[src/rtl/mips_pkg.sv]
// Shared MIPS constants and the fetch FSM state type for the instruction-side blocks.
package mips_pkg;

  localparam logic [31:0] HALT_WORD = 32'hFC00_0000;
  localparam logic [31:0] NOP_WORD  = 32'h0000_0000;

  localparam int OPC_MSB = 31;
  localparam int OPC_LSB = 26;
  localparam logic [5:0] OPC_HALT = 6'b111111;

  typedef enum logic [1:0] {
    IDLE   = 2'd0,
    RUN    = 2'd1,
    HALTED = 2'd2
  } fetch_state_e;

  function automatic logic [5:0] opcode_of(input logic [31:0] w);
    return w[OPC_MSB:OPC_LSB];
  endfunction

endpackage

[src/rtl/instr_mem.sv]
// Instruction store: synchronous write, combinational read, contents survive reset.
module instr_mem #(
  parameter int DEPTH = 64,
  parameter int AW    = $clog2(DEPTH)
) (
  input  logic          i_clk,
  input  logic          i_we,
  input  logic [AW-1:0] i_waddr,
  input  logic [31:0]   i_wdata,
  input  logic [AW-1:0] i_raddr,
  output logic [31:0]   o_rdata
);

  logic [31:0] r_mem [DEPTH];

  always_ff @(posedge i_clk) begin
    if (i_we) r_mem[i_waddr] <= i_wdata;
  end

  assign o_rdata = r_mem[i_raddr];

endmodule

[src/rtl/instr_fetch_unit.sv]
// Program counter + fetch FSM streaming one registered instruction per cycle to execute_unit.
// Word at pc in cycle N appears on instr after the next edge; stall freezes everything, redirect squashes one slot.
module instr_fetch_unit #(
  parameter int          IMEM_DEPTH = 64,
  parameter logic [31:0] RESET_PC   = 32'h0000_0000,
  parameter logic [31:0] HALT_WORD  = mips_pkg::HALT_WORD,
  localparam int         AW         = $clog2(IMEM_DEPTH)
) (
  input  logic          CLK,
  input  logic          RST,
  input  logic          load_en,
  input  logic [AW-1:0] load_addr,
  input  logic [31:0]   load_data,
  input  logic          start,
  input  logic          stall,
  input  logic          redirect_valid,
  input  logic [31:0]   redirect_pc,
  output logic [31:0]   instr,
  output logic          instr_valid,
  output logic [31:0]   instr_pc,
  output logic [31:0]   pc,
  output logic          halted,
  output logic          fault
);

  import mips_pkg::*;

  fetch_state_e r_state;
  fetch_state_e w_state_nxt;

  logic [31:0] r_pc;
  logic [31:0] r_instr;
  logic [31:0] r_instr_pc;
  logic        r_instr_valid;
  logic        r_fault;

  logic [31:0] w_rd_data;
  logic        w_mem_we;
  logic        w_run;
  logic        w_redirect;
  logic        w_redirect_bad;
  logic        w_fetch;
  logic        w_pc_oor;
  logic        w_fetch_fault;
  logic        w_fetch_halt;

  instr_mem #(
    .DEPTH (IMEM_DEPTH),
    .AW    (AW)
  ) u_imem (
    .i_clk   (CLK),
    .i_we    (w_mem_we),
    .i_waddr (load_addr),
    .i_wdata (load_data),
    .i_raddr (r_pc[AW+1:2]),
    .o_rdata (w_rd_data)
  );

  // Range checks use the full address so a pc past the array never aliases back into it.
  assign w_run          = (r_state == RUN);
  assign w_redirect     = w_run && redirect_valid;
  assign w_redirect_bad = (redirect_pc[1:0] != 2'b00) || ((redirect_pc >> 2) >= 32'(IMEM_DEPTH));
  assign w_fetch        = w_run && !redirect_valid && !stall;
  assign w_pc_oor       = (r_pc >> 2) >= 32'(IMEM_DEPTH);
  assign w_fetch_fault  = w_fetch && w_pc_oor;
  assign w_fetch_halt   = w_fetch && !w_pc_oor && (w_rd_data == HALT_WORD);

  always_ff @(posedge CLK or posedge RST) begin
    if (RST) r_state <= IDLE;
    else     r_state <= w_state_nxt;
  end

  always_comb begin
    w_state_nxt = r_state;
    case (r_state)
      IDLE: begin
        if (start) w_state_nxt = RUN;
      end
      RUN: begin
        if (w_redirect) begin
          if (w_redirect_bad) w_state_nxt = HALTED;
        end else if (w_fetch_fault || w_fetch_halt) begin
          w_state_nxt = HALTED;
        end
      end
      HALTED:  w_state_nxt = HALTED;
      default: w_state_nxt = IDLE;
    endcase
  end

  always_comb begin
    halted   = (r_state == HALTED);
    w_mem_we = (r_state == IDLE) && load_en;
  end

  always_ff @(posedge CLK or posedge RST) begin
    if (RST) begin
      r_pc          <= RESET_PC;
      r_instr       <= NOP_WORD;
      r_instr_valid <= 1'b0;
      r_instr_pc    <= 32'h0;
      r_fault       <= 1'b0;
    end else if (w_redirect) begin
      r_pc          <= redirect_pc;
      r_instr       <= NOP_WORD;
      r_instr_valid <= 1'b0;
      if (w_redirect_bad) r_fault <= 1'b1;
    end else if (w_fetch_fault || w_fetch_halt) begin
      r_instr       <= NOP_WORD;
      r_instr_valid <= 1'b0;
      r_fault       <= w_fetch_fault;
    end else if (w_fetch) begin
      r_instr       <= w_rd_data;
      r_instr_valid <= 1'b1;
      r_instr_pc    <= r_pc;
      r_pc          <= r_pc + 32'd4;
    end
  end

  assign instr       = r_instr;
  assign instr_valid = r_instr_valid;
  assign instr_pc    = r_instr_pc;
  assign pc          = r_pc;
  assign fault       = r_fault;

endmodule

[config.mk]
export PLATFORM = sky130hd
export DESIGN_NAME = instr_fetch_unit
export DESIGN_NICKNAME = d
export VERILOG_FILES = /design/src/rtl/mips_pkg.sv /design/src/rtl/instr_mem.sv /design/src/rtl/instr_fetch_unit.sv
export SDC_FILE = /design/constraint.sdc
export NUM_CORES = 2
export LEC_CHECK = 0
export CORE_UTILIZATION = 65
export CTS_BUF_LIST = sky130_fd_sc_hd__clkbuf_8
export DETAILED_ROUTE_END_ITERATION = 16
export PLACE_DENSITY = 0.83
export RECOVER_POWER = 50
export SLEW_MARGIN = 20
export SYNTH_ARGS = -nofsm -noshare
export SYNTH_HDL_FRONTEND = slang
export SYNTH_HIERARCHICAL = 1
export SYNTH_SLANG_ARGS = --single-unit
[constraint.sdc]
create_clock -name CLK -period 6 [get_ports CLK]
set_input_delay 0.9 -clock CLK [delete_from_list [all_inputs] [get_ports CLK]]
set_output_delay 0.9 -clock CLK [all_outputs]
set_load 0.02 [all_outputs]
After elaboration in Yosys (flattened, before gate mapping)
Memory sizes are Yosys's and may differ from the RTL's.
Cells that the tools add are included.

word-level totals
  flip-flop bits (word level) = 100
  bits in latches = 0
  memory bits (writable) = 2,048
  ROM bits = 0
  bits of input ports = 76
  output and inout bits = 99
  word-level logic and storage cells = 60
  memories = 1

memory list
  memory        words  bits a word  read ports  clocked after Yosys merged registers in  wr ports  RTL line         source
  u_imem.r_mem  64     32           1           0                                        1         instr_mem.sv:14  logic [31:0] r_mem [DEPTH];

cells by class
  $add $sub $neg = 1
  multipliers = 0
  divide/modulo/power cells = 0
  magnitude comparators = 2
  equality and inequality tests = 8
  shift-type cells = 0
  multiplexer cells = 19
  bitwise logic cells = 2
  reductions and logical operators = 21

operators with widths
  kind                     count
  $mux W32                 6
  $ge A30 B7 Y1 const B    2
  $add A32 B3 Y32 const B  1
  $eq A32 B32 Y1 const B   1
  $mux W1                  8
  $mux W2                  4
  $logic_and A1 B1 Y1      7
  $pmux W2 S3              1
  $reduce_and A3 Y1        2
  $reduce_bool A2 Y1       3
  $ne A2 B2 Y1 const B     2
  $reduce_and A2 Y1        2
  $logic_not A1 Y1         3
  $ne A3 B1 Y1 const B     1
  $ne A3 B2 Y1 const B     1
  $reduce_bool A3 Y1       1
  $eq A2 B1 Y1 const B     1
  $eq A2 B2 Y1 const B     1
  $logic_not A2 Y1         1
  $logic_or A1 B1 Y1       2
  $ne A2 B1 Y1 const B     1
  $not A1 Y1               2

Depth between registers and ports, before layout
  depth after elaboration = 9
  mapped depth = 17
  mapped depth without buffers = 10

By module
The synthesis kept the hierarchy.

by module, submodules not included
  module            times used  cells each  area an instance (µm²)  seq. area each (µm²)
  instr_mem         1           3,292       77,874.7                61,499.0
  instr_fetch_unit  1           361         4,066.4                 2,502.4

Worst setup path after synthesis
Ideal clock, no wire load.

  path kind = input to register
  start point = in load_en
  end point = mem u_imem.r_mem[48][0] (enable)
  setup time = 461 ps
  arrival time = 3,662 ps
  data required time = 5,539 ps
  setup slack = 1,877 ps
  cell stages on the path = 4
  cells stage by stage = and2_1 nor2b_1 nand4b_1 nor3_1

on the way
  cells in the longest elaborated chain, start to end = 3

ends and longest elaborated chain
  element                        RTL line                source
  from (decl)                    instr_fetch_unit.sv:11  input logic load_en,
  $logic_and A1 B1 Y1            instr_fetch_unit.sv:93  w_mem_we = (r_state == IDLE) && load_en;
  $mux W1                        instr_mem.sv:17         if (i_we) r_mem[i_waddr] <= i_wdata;
  $mux W1 (not written as such)  instr_mem.sv:17
  to (decl)                      instr_mem.sv:14

No other way between the ends.

Worst setup path after layout
  start point = reg r_pc[2] (netlist: pc[2])
  end point = reg r_instr[15] (netlist: instr[15])

on the way
  elaborated cells between the ends (all ways) = 12

RTL lines
  element                 RTL line                 source
  from (decl)             instr_fetch_unit.sv:31   logic [31:0] r_pc;
  from (signal assigned)  instr_fetch_unit.sv:104  r_pc <= redirect_pc;
  from (signal assigned)  instr_fetch_unit.sv:116  r_pc <= r_pc + 32'd4;
  $mem_v2 Z64 W32 *       n/a
  net w_rd_data[2]        instr_fetch_unit.sv:37   logic [31:0] w_rd_data;
  $eq A32 B32 Y1 *        instr_fetch_unit.sv:66   assign w_fetch_halt = w_fetch && !w_pc_oor && (w_rd_data == HALT_WORD);
  $logic_and A1 B1 Y1 *   instr_fetch_unit.sv:66
  $logic_or A1 B1 Y1 *    instr_fetch_unit.sv:108  end else if (w_fetch_fault || w_fetch_halt) begin
  $mux W32                instr_fetch_unit.sv:108
  $mux W32                instr_fetch_unit.sv:103  end else if (w_redirect) begin
  to (signal assigned)    instr_fetch_unit.sv:113  r_instr <= w_rd_data;
  to (decl)               instr_fetch_unit.sv:32   logic [31:0] r_instr;

Mark *: on every way through the listed nets, which the timed path passes. The rest lies on a longest branch. The select of a mux whose other input is x is not followed.
A chain may end at the register's enable or synchronous reset.

==> results_tabular.tex <==
\begin{tabular}{lr}
\hline
Metric & Value \\
\hline
\multicolumn{2}{l}{\textbf{Finish}} \\
\quad Area added between synthesis and finish & 12.9\% \\
\quad Layout Cells excl Fill & 6,022 \\
\quad Most common library cell in the layout ignoring fill and taps & sky130\_fd\_sc\_hd\_\_edfxtp\_1 \\
\quad Fraction of layout instances using a drive strength above 1 & 0.275 \\
\quad Fin nets & 4,232 \\
\quad Top library cells by usage in the layout, fill and taps aside & sky130\_fd\_sc\_hd\_\_edfxtp\_1, sky130\_fd\_sc\_hd\_\_mux4\_2, sky130\_fd\_sc\_hd\_\_clkbuf\_8 \\
\multicolumn{2}{l}{\textbf{Placement}} \\
\quad Final HPWL DP & 125,000 um \\
\quad Placer's final routability congestion estimate & 0.935 \\
\quad Pre-CTS WS & 0.396 ns \\
\quad Port bufs & 174 \\
\quad Placed instance count & 5,447 \\
\multicolumn{2}{l}{\textbf{Floorplanning}} \\
\quad Die boundary width & 357 um \\
\quad Std cell rows & 129 \\
\quad Effective utilization at floorplan & 0.658 \\
\quad Core Region & 124,000 sq um \\
\quad Die height & 357 um \\
\quad Die Area & 127,000 sq um \\
\quad Io pins & 175 \\
\multicolumn{2}{l}{\textbf{Timing}} \\
\quad Max-slew violations & 2,184 \\
\quad Final Worst Setup Slack & 0.232 ns \\
\quad Worst Clk Skew & 0.0609 ns \\
\quad RSZ-0062 raised after global routing & false \\
\quad Highest Clock Rate & 0.173 GHz \\
\quad Final Critical Period & 5.77 ns \\
\quad Max transition margin & -1.63 \\
\quad Final worst-path cycle share & 0.961 \\
\quad Min Hold Slack & 0.467 ns \\
\quad Setup TNS Final & 0 ns \\
\quad Number of setup violations in the final report & 0 \\
\quad Slew @ Worst Pin & 3.95 ns \\
\quad Final hold violation count & 0 \\
\multicolumn{2}{l}{\textbf{Detailed routing}} \\
\quad Total Wirelength & 218,000 um \\
\quad Remaining routing DRC violations & 0 \\
\quad Via Count & 43,200 \\
\quad Number of vias per cell & 7.17 \\
\quad Violation count after the first detailed-route iteration & 7,097 \\
\quad Post-route ant nets & 0 \\
\quad Length of the first detailed-routing pass in iterations & 8 \\
\quad Drt wl/cell & 36.2 um \\
\multicolumn{2}{l}{\textbf{Status}} \\
\quad Violations in the final reports & max-capacitance violations, max-slew violations \\
\quad Status & complete, but fails checks \\
\multicolumn{2}{l}{\textbf{Clock network}} \\
\quad Clock Latency Late Sink & 1.01 ns \\
\quad Max H-tree Level & 5 \\
\quad Register clock-pin slew on the reported worst setup and hold paths & 0.06 ns \\
\quad Post-CTS sizing & 0 \\
\quad Clock Tree Root & sky130\_fd\_sc\_hd\_\_clkbuf\_8 \\
\quad TritonCTS buffer count & 338 \\
\quad Clock tree from TritonCTS & done \\
\quad Number of buffers on the longest clock path & 4 \\
\quad Buffers inserted by post-CTS timing repair & 0 \\
\quad TritonCTS sink count & 2,148 \\
\quad Post-CTS Hold Fix Bufs & 0 \\
\multicolumn{2}{l}{\textbf{Synthesis}} \\
\quad Proportion of synthesized chip area in sequential cells & 0.781 \\
\quad Synth warn & 6 \\
\quad Number of synthesized flops with an enable pin & 2,048 \\
\quad Syn Inst Count & 3,653 \\
\quad Most used flip-flop cell after synthesis & sky130\_fd\_sc\_hd\_\_edfxtp\_1 \\
\quad Area of the mapped netlist & 81,900 sq um \\
\quad Total nets after synthesis & 3,735 \\
\quad Unique masters post-synth & 52 \\
\quad Number of synthesized register bits & 2,148 \\
\quad Syn\_area\_per\_cell & 22.4 sq um \\
\quad Asr flop ratio synth & 0.0466 \\
\multicolumn{2}{l}{\textbf{Worst setup path}} \\
\quad CP required & 6.89 ns \\
\quad Register-to-Register Setup Slack & 0.23 ns \\
\quad Critical Path End Type & flip-flop \\
\quad Signal arrival time at the worst endpoint & 6.66 ns \\
\quad Critical path type & reg -> reg \\
\quad Kind of start point of the critical path & flip-flop \\
\quad Highest net fanout along the worst path & 49 \\
\multicolumn{2}{l}{\textbf{GRT}} \\
\quad Maximum number of pins on one net before global-route repair & 65 \\
\quad All-Layer GR Usage & 0.348 \\
\quad Initial antenna violation count & 19 \\
\quad Number of global-route vias before repair & 43,700 \\
\quad Global-route wire length before repair & 305,000 um \\
\quad Overall overflow remaining after global route & 0 \\
\multicolumn{2}{l}{\textbf{Pwr}} \\
\quad Leakage power of the design & 30.1 nW \\
\quad Peak supply drop & 0.258 mV \\
\quad Power density over the cells & 430 nW/um\^{}2 \\
\multicolumn{2}{l}{\textbf{Job}} \\
\quad Maxcap violations & 34 \\
\multicolumn{2}{l}{\textbf{Worst hold path}} \\
\quad Class of the worst hold path & in -> reg \\
\hline
\end{tabular}
==> power breakdown <==
group	total, W	switching, W	leakage, nW	internal, W
registers	0.0171	0.000431	19.7	0.0166
logic	0.0116	0.00665	6.92	0.00493
clock network	0.0111	0.00543	3.40	0.00571
==> through the flow <==
| step | total power (W) | cell area, sq um | utilization |
|---|---|---|---|
| after global routing | 0.0409 | 92500 | 0.744 |
| after floorplan | 0.0243 | 81900 | - |
| final | 0.0398 | 92500 | 0.744 |
| after detailed placement | 0.0285 | 86700 | 0.697 |
| after global placement | 0.0282 | 86700 | 0.697 |
| after CTS | 0.0396 | 92600 | 0.744 |
==> cells in the mapped netlist, types with 11 or more instances <==
cell / n / area, sq um
sky130_fd_sc_hd__nor2_1: 143 / 537
sky130_fd_sc_hd__nor4_1: 18 / 113
sky130_fd_sc_hd__clkbuf_1: 84 / 315
sky130_fd_sc_hd__buf_1: 22 / 82.6
sky130_fd_sc_hd__nand2_1: 114 / 428
sky130_fd_sc_hd__dfrtp_1: 100 / 2500
sky130_fd_sc_hd__buf_2: 60 / 300
sky130_fd_sc_hd__a22oi_1: 12 / 90.1
sky130_fd_sc_hd__o22ai_1: 85 / 532
sky130_fd_sc_hd__mux4_2: 544 / 12300
sky130_fd_sc_hd__and2_1: 29 / 181
sky130_fd_sc_hd__a21oi_1: 67 / 335
sky130_fd_sc_hd__nor2b_1: 15 / 93.8
sky130_fd_sc_hd__buf_4: 26 / 195
sky130_fd_sc_hd__nand3_1: 11 / 55.1
sky130_fd_sc_hd__a22o_1: 31 / 272
sky130_fd_sc_hd__mux2i_1: 93 / 931
sky130_fd_sc_hd__edfxtp_1: 2048 / 61500
sky130_fd_sc_hd__o221ai_1: 27 / 236
==> kinds of logic (layout without fill, tap and decap cells) <==
family | after synthesis | after routing | share of synthesized area
AO/OA/AOI/OAI | 257 | 257 | 0.0214
adder cells (fa/ha/maj) | 6 | 6 | 0.000916
buffers and inverters | 208 | 933 | 0.0124
flip-flops | 2148 | 2148 | 0.781
multiplexers | 647 | 647 | 0.162
other | 0 | 7 | 0
AND/OR/NAND/NOR | 387 | 387 | 0.0220
==> sequential cells by signal, indices dropped and copies added (netlist names) <==
| name | cells |
|---|---|
| pc | 32 |
| instr_valid | 1 |
| instr | 32 |
| fault | 1 |
| instr_pc | 32 |
| r_state | 2 |
| u_imem/r_mem | 2048 |
==> metal layers <==
layer	share of wire	GRT usage	vias to the layer above
li1	-	-	16400
met1	0.33	0.459	22000
met2	0.47	0.528	4055
met3	0.15	0.128	664
met4	0.048	0.157	16
met5	0.00054	0	-
==> worst max-delay path, cell delays in order (launching register included) <==
cell	delay (ns)
sky130_fd_sc_hd__dfrtp_4	0.97
sky130_fd_sc_hd__buf_12	0.44
sky130_fd_sc_hd__mux4_2	0.56
sky130_fd_sc_hd__mux4_2	0.54
sky130_fd_sc_hd__o22ai_1	0.56
sky130_fd_sc_hd__nor2_1	0.17
sky130_fd_sc_hd__nor4_1	0.42
sky130_fd_sc_hd__nand4_1	0.33
sky130_fd_sc_hd__or4_1	0.72
sky130_fd_sc_hd__and3_1	0.30
sky130_fd_sc_hd__buf_4	0.26
sky130_fd_sc_hd__a22o_1	0.31
==> final cells by class <==
class	count	area [sq um]
inverter	7	27.5
fill	6120	31900
multi-input combinational	1297	17400
antenna	7	17.5
tap	1637	2050
sequential	2148	64000
clock buffer	347	4780
timing repair buffer	358	3120
clock inverter	221	1130
==> path summary, 6_finish.rpt <==
kind                                 startpoint      endpoint  cells after the start
worst max-delay path                      pc[2]     instr[15]                     11
worst min-delay path            redirect_pc[26]        pc[26]                      3
worst max register to register            pc[2]     instr[15]                     11
worst min register to register     instr_pc[19]  instr_pc[19]                      1
max in group asynchronous                   RST         pc[3]                      3
min in group asynchronous                   RST  instr_pc[20]                      2
No activity file was read; power rests on OpenSTA's default activity.
